File: src/rtl/mem_port_arbiter_if.sv
// rtl/mem_port_arbiter_if.sv - cache-side and memory-side burst transaction interfaces
interface mem_port_arbiter_if #(
    parameter int DATA_WIDTH    = 32,
    parameter int ADDRESS_WIDTH = 32
);
    logic                     mem_valid_i;
    logic                     mem_read_write_i;
    logic [ADDRESS_WIDTH-1:0] mem_addr_i;
    logic [DATA_WIDTH-1:0]    mem_data_i;
    logic                     mem_valid_o;
    logic                     mem_data_read_o;
    logic                     mem_last_o;
    logic [DATA_WIDTH-1:0]    mem_data_o;

    modport master (
        output mem_valid_i, mem_read_write_i, mem_addr_i, mem_data_i,
        input  mem_valid_o, mem_data_read_o, mem_last_o, mem_data_o
    );
    modport slave (
        input  mem_valid_i, mem_read_write_i, mem_addr_i, mem_data_i,
        output mem_valid_o, mem_data_read_o, mem_last_o, mem_data_o
    );
endinterface

interface mem_bus_if #(
    parameter int DATA_WIDTH    = 32,
    parameter int ADDRESS_WIDTH = 32
);
    logic                     mem_valid_o;
    logic                     mem_read_write_o;
    logic [ADDRESS_WIDTH-1:0] mem_addr_o;
    logic [DATA_WIDTH-1:0]    mem_data_o;
    logic                     mem_valid_i;
    logic                     mem_data_read_i;
    logic                     mem_last_i;
    logic [DATA_WIDTH-1:0]    mem_data_i;

    modport master (
        output mem_valid_o, mem_read_write_o, mem_addr_o, mem_data_o,
        input  mem_valid_i, mem_data_read_i, mem_last_i, mem_data_i
    );
    modport slave (
        input  mem_valid_o, mem_read_write_o, mem_addr_o, mem_data_o,
        output mem_valid_i, mem_data_read_i, mem_last_i, mem_data_i
    );
endinterface

File: src/rtl/mem_port_arbiter.sv
// rtl/mem_port_arbiter.sv - round-robin burst arbiter sharing one memory port between two caches
module mem_port_arbiter #(
    parameter int DATA_WIDTH         = 32,
    parameter int ADDRESS_WIDTH      = 32,
    parameter int BLOCK_OFFSET_WIDTH = 2
) (
    input  logic                    clk,
    input  logic                    rst,
    mem_port_arbiter_if.slave       p0,
    mem_port_arbiter_if.slave       p1,
    mem_bus_if.master               mem,
    output logic [1:0]              grant_o,
    output logic                    err_o
);
    typedef enum logic [1:0] {IDLE, GRANT0, GRANT1} state_t;

    localparam logic [BLOCK_OFFSET_WIDTH-1:0] CNT_MAX = '1;

    state_t                        state, state_next;
    logic                          last_grant, last_grant_next;
    logic [ADDRESS_WIDTH-1:0]      addr_q, addr_next;
    logic                          rw_q, rw_next;
    logic [BLOCK_OFFSET_WIDTH-1:0] cnt, cnt_next;
    logic                          err_next;

    logic own0, own1, busy, beat, owner_valid;

    assign own0        = (state == GRANT0);
    assign own1        = (state == GRANT1);
    assign busy        = own0 | own1;
    assign beat        = mem.mem_valid_i | mem.mem_data_read_i;
    assign owner_valid = (own0 & p0.mem_valid_i) | (own1 & p1.mem_valid_i);

    always_ff @(posedge clk or negedge rst) begin
        if (!rst) begin
            state      <= IDLE;
            last_grant <= 1'b1;
            addr_q     <= '0;
            rw_q       <= 1'b0;
            cnt        <= '0;
            err_o      <= 1'b0;
        end else begin
            state      <= state_next;
            last_grant <= last_grant_next;
            addr_q     <= addr_next;
            rw_q       <= rw_next;
            cnt        <= cnt_next;
            err_o      <= err_next;
        end
    end

    always_comb begin
        state_next      = state;
        last_grant_next = last_grant;
        addr_next       = addr_q;
        rw_next         = rw_q;
        cnt_next        = cnt;
        err_next        = err_o;
        case (state)
            IDLE: begin
                // any memory strobe with no owner is a protocol error and is otherwise dropped
                if (beat || mem.mem_last_i) err_next = 1'b1;
                if (p0.mem_valid_i && (!p1.mem_valid_i || last_grant)) begin
                    state_next      = GRANT0;
                    addr_next       = p0.mem_addr_i;
                    rw_next         = p0.mem_read_write_i;
                    last_grant_next = 1'b0;
                    cnt_next        = '0;
                end else if (p1.mem_valid_i) begin
                    state_next      = GRANT1;
                    addr_next       = p1.mem_addr_i;
                    rw_next         = p1.mem_read_write_i;
                    last_grant_next = 1'b1;
                    cnt_next        = '0;
                end
            end
            GRANT0, GRANT1: begin
                if (beat) begin
                    cnt_next = cnt + 1'b1;
                    if (mem.mem_last_i) begin
                        state_next = IDLE;
                        if (cnt != CNT_MAX) err_next = 1'b1;
                    end else if (cnt == CNT_MAX) begin
                        // overrun past a full line: counter wraps, ownership is kept
                        err_next = 1'b1;
                    end
                end
                if (!owner_valid && !(beat && mem.mem_last_i)) err_next = 1'b1;
            end
            default: state_next = IDLE;
        endcase
    end

    assign grant_o = {own1, own0};

    assign mem.mem_valid_o      = busy;
    assign mem.mem_read_write_o = busy & rw_q;
    assign mem.mem_addr_o       = busy ? addr_q : '0;
    assign mem.mem_data_o       = own0 ? p0.mem_data_i : (own1 ? p1.mem_data_i : '0);

    assign p0.mem_valid_o     = own0 & mem.mem_valid_i;
    assign p0.mem_data_read_o = own0 & mem.mem_data_read_i;
    assign p0.mem_last_o      = own0 & mem.mem_last_i;
    assign p0.mem_data_o      = own0 ? mem.mem_data_i : '0;

    assign p1.mem_valid_o     = own1 & mem.mem_valid_i;
    assign p1.mem_data_read_o = own1 & mem.mem_data_read_i;
    assign p1.mem_last_o      = own1 & mem.mem_last_i;
    assign p1.mem_data_o      = own1 ? mem.mem_data_i : '0;
endmodule

File: src/flat_wrapper.sv
// flat-port wrapper written by rule: the top's interface ports become plain ports
module mem_port_arbiter_flat 
#(
    parameter int DATA_WIDTH         = 32,
    parameter int ADDRESS_WIDTH      = 32,
    parameter int BLOCK_OFFSET_WIDTH = 2
)
  (clk, rst, grant_o, err_o, p0_mem_valid_i, p0_mem_read_write_i, p0_mem_addr_i, p0_mem_data_i, p0_mem_valid_o, p0_mem_data_read_o, p0_mem_last_o, p0_mem_data_o, p1_mem_valid_i, p1_mem_read_write_i, p1_mem_addr_i, p1_mem_data_i, p1_mem_valid_o, p1_mem_data_read_o, p1_mem_last_o, p1_mem_data_o, mem_mem_valid_o, mem_mem_read_write_o, mem_mem_addr_o, mem_mem_data_o, mem_mem_valid_i, mem_mem_data_read_i, mem_mem_last_i, mem_mem_data_i);
  mem_port_arbiter_if #(.DATA_WIDTH(DATA_WIDTH), .ADDRESS_WIDTH(ADDRESS_WIDTH)) p0_i ();
  mem_port_arbiter_if #(.DATA_WIDTH(DATA_WIDTH), .ADDRESS_WIDTH(ADDRESS_WIDTH)) p1_i ();
  mem_bus_if #(.DATA_WIDTH(DATA_WIDTH), .ADDRESS_WIDTH(ADDRESS_WIDTH)) mem_i ();
  input  logic clk;
  input  logic rst;
  output logic [1:0] grant_o;
  output logic err_o;
  input wire logic [$bits(p0_i.mem_valid_i)-1:0] p0_mem_valid_i;
  input wire logic [$bits(p0_i.mem_read_write_i)-1:0] p0_mem_read_write_i;
  input wire logic [$bits(p0_i.mem_addr_i)-1:0] p0_mem_addr_i;
  input wire logic [$bits(p0_i.mem_data_i)-1:0] p0_mem_data_i;
  output wire logic [$bits(p0_i.mem_valid_o)-1:0] p0_mem_valid_o;
  output wire logic [$bits(p0_i.mem_data_read_o)-1:0] p0_mem_data_read_o;
  output wire logic [$bits(p0_i.mem_last_o)-1:0] p0_mem_last_o;
  output wire logic [$bits(p0_i.mem_data_o)-1:0] p0_mem_data_o;
  input wire logic [$bits(p1_i.mem_valid_i)-1:0] p1_mem_valid_i;
  input wire logic [$bits(p1_i.mem_read_write_i)-1:0] p1_mem_read_write_i;
  input wire logic [$bits(p1_i.mem_addr_i)-1:0] p1_mem_addr_i;
  input wire logic [$bits(p1_i.mem_data_i)-1:0] p1_mem_data_i;
  output wire logic [$bits(p1_i.mem_valid_o)-1:0] p1_mem_valid_o;
  output wire logic [$bits(p1_i.mem_data_read_o)-1:0] p1_mem_data_read_o;
  output wire logic [$bits(p1_i.mem_last_o)-1:0] p1_mem_last_o;
  output wire logic [$bits(p1_i.mem_data_o)-1:0] p1_mem_data_o;
  output wire logic [$bits(mem_i.mem_valid_o)-1:0] mem_mem_valid_o;
  output wire logic [$bits(mem_i.mem_read_write_o)-1:0] mem_mem_read_write_o;
  output wire logic [$bits(mem_i.mem_addr_o)-1:0] mem_mem_addr_o;
  output wire logic [$bits(mem_i.mem_data_o)-1:0] mem_mem_data_o;
  input wire logic [$bits(mem_i.mem_valid_i)-1:0] mem_mem_valid_i;
  input wire logic [$bits(mem_i.mem_data_read_i)-1:0] mem_mem_data_read_i;
  input wire logic [$bits(mem_i.mem_last_i)-1:0] mem_mem_last_i;
  input wire logic [$bits(mem_i.mem_data_i)-1:0] mem_mem_data_i;
  assign p0_i.mem_valid_i = p0_mem_valid_i;
  assign p0_i.mem_read_write_i = p0_mem_read_write_i;
  assign p0_i.mem_addr_i = p0_mem_addr_i;
  assign p0_i.mem_data_i = p0_mem_data_i;
  assign p0_mem_valid_o = p0_i.mem_valid_o;
  assign p0_mem_data_read_o = p0_i.mem_data_read_o;
  assign p0_mem_last_o = p0_i.mem_last_o;
  assign p0_mem_data_o = p0_i.mem_data_o;
  assign p1_i.mem_valid_i = p1_mem_valid_i;
  assign p1_i.mem_read_write_i = p1_mem_read_write_i;
  assign p1_i.mem_addr_i = p1_mem_addr_i;
  assign p1_i.mem_data_i = p1_mem_data_i;
  assign p1_mem_valid_o = p1_i.mem_valid_o;
  assign p1_mem_data_read_o = p1_i.mem_data_read_o;
  assign p1_mem_last_o = p1_i.mem_last_o;
  assign p1_mem_data_o = p1_i.mem_data_o;
  assign mem_mem_valid_o = mem_i.mem_valid_o;
  assign mem_mem_read_write_o = mem_i.mem_read_write_o;
  assign mem_mem_addr_o = mem_i.mem_addr_o;
  assign mem_mem_data_o = mem_i.mem_data_o;
  assign mem_i.mem_valid_i = mem_mem_valid_i;
  assign mem_i.mem_data_read_i = mem_mem_data_read_i;
  assign mem_i.mem_last_i = mem_mem_last_i;
  assign mem_i.mem_data_i = mem_mem_data_i;
  mem_port_arbiter #(.DATA_WIDTH(DATA_WIDTH), .ADDRESS_WIDTH(ADDRESS_WIDTH), .BLOCK_OFFSET_WIDTH(BLOCK_OFFSET_WIDTH)) u_core (.clk(clk), .rst(rst), .p0(p0_i), .p1(p1_i), .mem(mem_i), .grant_o(grant_o), .err_o(err_o));
endmodule
File: config.mk
export PLATFORM = sky130hd
export DESIGN_NAME = mem_port_arbiter_flat
export DESIGN_NICKNAME = d
export VERILOG_FILES = /design/src/rtl/mem_port_arbiter_if.sv /design/src/rtl/mem_port_arbiter.sv /design/src/flat_wrapper.sv
export SDC_FILE = /design/constraint.sdc
export NUM_CORES = 1
export LEC_CHECK = 0
export ABC_AREA = 1
export CORE_AREA = 3 3 120 122
export DETAILED_ROUTE_END_ITERATION = 16
export DIE_AREA = 0 0 123 125
export PLACE_DENSITY = 0.7
export SYNTH_ARGS = -nofsm -noshare
export SYNTH_HDL_FRONTEND = slang
export SYNTH_SLANG_ARGS = --single-unit
export TNS_END_PERCENT = 1
File: constraint.sdc
create_clock -name clk -period 1.55 [get_ports clk]
set_input_delay 0.2325 -clock clk [delete_from_list [all_inputs] [get_ports clk]]
set_output_delay 0.2325 -clock clk [all_outputs]
set_load 0.03 [all_outputs]
==> key figures <==
Critical path
  • Worst Path Arrival: between 1.5 and 2 ns
  • Critical Path Slowest Stage Cell: dfrtp_1
  • Cells on worst reg2reg path: 9
  • RR Startpoint: u_core.state[0]$_DFFE_PN0P_
  • Levels on crit path: 6
  • Crit end category: output pin
  • Worst path buffer plus inverter count: 3
  • RR Endpoint: u_core.cnt[0]$_DFFE_PN0P_
  • Crit Path Class: reg -> out
  • Max FO, Critical Path: 32
  • R2R setup slack: roughly 0.020 ns
  • CP Cell Sequence: inv_2 > ha_4 > buf_12 > nand3_1 > nand2_1 > buf_6
  • CP delay by family, top: buffers and inverters
  • WP data required: roughly 1.3 ns
  • CP Launch Type: flip-flop
  • Slowest stage delay, CP: 0.43 ns

Synth
  • Mean post-synth cell area: 5.39 um2
  • Ys flop type: dfrtp_1
  • Yosys top cell area share: 31.4%
  • Register area share after synthesis: 28.6%
  • Post-synthesis register bit count: 39
  • Top post-synthesis cells by area: nand2_1 (31%), dfrtp_1 (28%), inv_1 (17%), nand3_1 (5.3%), o21ai_1 (4.4%)
  • Post-synth net total: 807
  • Syn Std Cell Area: 3410 um2
  • Syn. warnings: 0
  • Mapped Cells: 633
  • Cell variety after synth: 19
  • Async SR Flop Fraction: 100%
  • Yosys top cell by area: nand2_1
  • Most frequent cell after synthesis: nand2_1
  • Post-synth EDFFs: 0
  • Post-synth top cells: nand2_1 (285), inv_1 (150), dfrtp_1 (38)

Floorplan
  • Total core area: 13300 um2
  • Die height: 125 um
  • I/O pins: 308
  • Die ar.: 15400 um2
  • Initial Util: 25.7%
  • Chip width: around 120 um
  • Core Rows: 42

Flow run
  • Max Cap Viol: 0

Route
  • Avg Vias per Cell: 4.27
  • Met1 wire length: 5690 um
  • Initial DRC Count: around 180
  • Max Used Layer: met5
  • ANT nets after route: 0
  • Total number of vias: between 4000 and 5000
  • Met3 wire length: 1900 um
  • Routed WL: roughly 17000 um
  • First drt pass iteration count: 4
  • Met2 WL: 8450 um
  • Drt wl/cell: 14.8 um
  • Drc violations: 0

Hold path
  • Tightest Hold Check Type: in -> async

STA
  • Final min period: approximately 1.8 ns
  • Final worst slack: -0.264 ns
  • Tcrit/Tclk final: 117%
  • Setup Skew: 0.00266 ns
  • RSZ-0062 raised after global routing: yes
  • Slew margin rel.: between 60% and 70%
  • Final setup fails: 137
  • Slew Viols, Final: 0
  • Fin. Hold Viols: 0
  • Tightest Pin Transition: 0.509 ns
  • Hold WS: 0.00260 ns
  • Max frequency: 551 MHz

Clock network
  • Cts hold-fix bufs: 0
  • # clock sinks: 39
  • Clk Latency, worst-skew pair: 0.28 ns
  • TritonCTS clock tree: built
  • Clk root buf: clkbuf_16
  • CTS HTree Levels: 2
  • CTS Buffer Depth: 2
  • Cts bufs inserted: 5
  • Clk slew on worst S/H paths: 0.06 ns

Run status
  • Run status: finished, violations left
  • Failing checks: negative setup slack

Pwr
  • Logic pwr share: between 70 and 80%
  • Clock Power Share: under 10%
  • Power Density: 1810 nW/um2
  • Power Internal: 6.82 mW
  • Total Power: 13.4 mW
  • Psw: approximately 6.6 mW
  • Seq pwr share: about 14%
  • Switching share of power: around 49%
  • VDD IR max: ~830 uV
  • Leakage: 4.19 nW

Finish
  • NumNets Final: 1108
  • Area grow syn2layout: 117%
  • Share of cells above drive strength 1: between 20 and 30%

GRT
  • Total gr overflow: 0
  • Initial antenna violation count: 3
  • Largest net degree at the start of global routing: 67
  • Total global routing track utilization: 20.2%
  • Vias in the first global route: 4432
  • First-pass GRT wire length: 24200 um

Placed design
  • GP Congestion: 0.808
  • Detail Placement HPWL: 12900 um
  • IO Port Bufs: 307
  • Pre-CTS setup slack: -0.0945 ns
[power groups by stage]
stage | registers (mW) | clock network (mW) | logic, mW
after floorplan | 1.73 | 0 | 5.34
final | 1.81 | 1.20 | 10.4
after global routing | 1.87 | 1.28 | 11.2
after detailed placement | 1.80 | 0 | 9.14
after global placement | 1.80 | 0 | 9.11
after CTS | 1.80 | 1.24 | 10.1
[what timing repair did]
action	4_1_cts	5_1_grt
gates cloned	2	0
endpoints found under the setup margin	143	169
resized for setup	99	73
pin swaps	1	2
buffers inserted	2	1
[through the flow]
step | setup TNS, ns | cells | cell area, um2 | util [%]
after floorplan | -12.70 | 633 | 3420 | -
after global placement | -2.07 | 1098 | 6570 | 49.4
after detailed placement | -2.92 | 1098 | 6570 | 49.4
after CTS | -30.09 | 1110 | 7180 | 54.0
after global routing | -38.85 | 1113 | 7390 | 55.6
final | -26.49 | 1113 | 7390 | 55.6
[worst max path at each step]
stage | startpoint | to | slack (ns)
2_1_floorplan | u_core.state[1]$_DFFE_PN0P_ | mem_mem_addr_o[0] | -0.13
3_3_place_gp | p0_mem_valid_i | u_core.addr_q[6]$_DFFE_PN0P_ | -0.07
3_5_place_dp | p1_mem_valid_i | u_core.addr_q[10]$_DFFE_PN0P_ | -0.09
4_1_cts | u_core.state[1]$_DFFE_PN0P_ | mem_mem_data_o[12] | -0.27
5_1_grt | u_core.state[0]$_DFFE_PN0P_ | mem_mem_data_o[25] | -0.34
6_report | u_core.state[0]$_DFFE_PN0P_ | mem_mem_data_o[14] | -0.26
[sequential cells by signal (all words and copies together) (netlist names)]
| register | count |
|---|---|
| u_core.err_o | 1 |
| u_core.rw_q | 1 |
| u_core.last_grant | 1 |
| u_core.state | 2 |
| u_core.addr_q | 32 |
| u_core.cnt | 2 |
[metal layers]
layer | GRT usage (%) | vias to the layer above
met5 | 0 | -
met4 | 7.62 | 2
met3 | 6.96 | 26
met2 | 36.7 | 216
met1 | 21.1 | 2105
li1 | - | 2404
[layout by cell type (no fill, tap or decap), types with 3 or more instances in the layout]
cell / n
nand3_1: 35
nand2_2: 12
clkbuf_16: 5
inv_2: 55
buf_4: 20
o21ai_1: 29
buf_6: 119
clkdlybuf4s50_1: 167
ha_4: 3
inv_1: 96
o21ai_0: 3
buf_12: 21
nand2_1: 273
o21ai_2: 4
dfrtp_1: 38
nor2_1: 37
[area by class of cell]
type,instances,area (um2)
Multi-Input combinational cell,404,1770
Tap cell,176,220
Clock inverter,2,35.0
Timing Repair Buffer,332,3670
Fill cell,1236,5910
Inverter,152,573
Antenna cell,2,5.00
Clock buffer,6,139
Sequential cell,39,977
[cell families (layout without fill, tap and decap cells)]
kind of cell	count (synthesis)	in the layout	synth area share [%]
other cells	0	2	0
fa+ha+maj	5	5	1.83
buf+inv	190	492	22.3
flops	39	39	28.6
compound gates	40	40	6.34
simple gates	359	359	40.9
(Power assumes the default switching activity.)
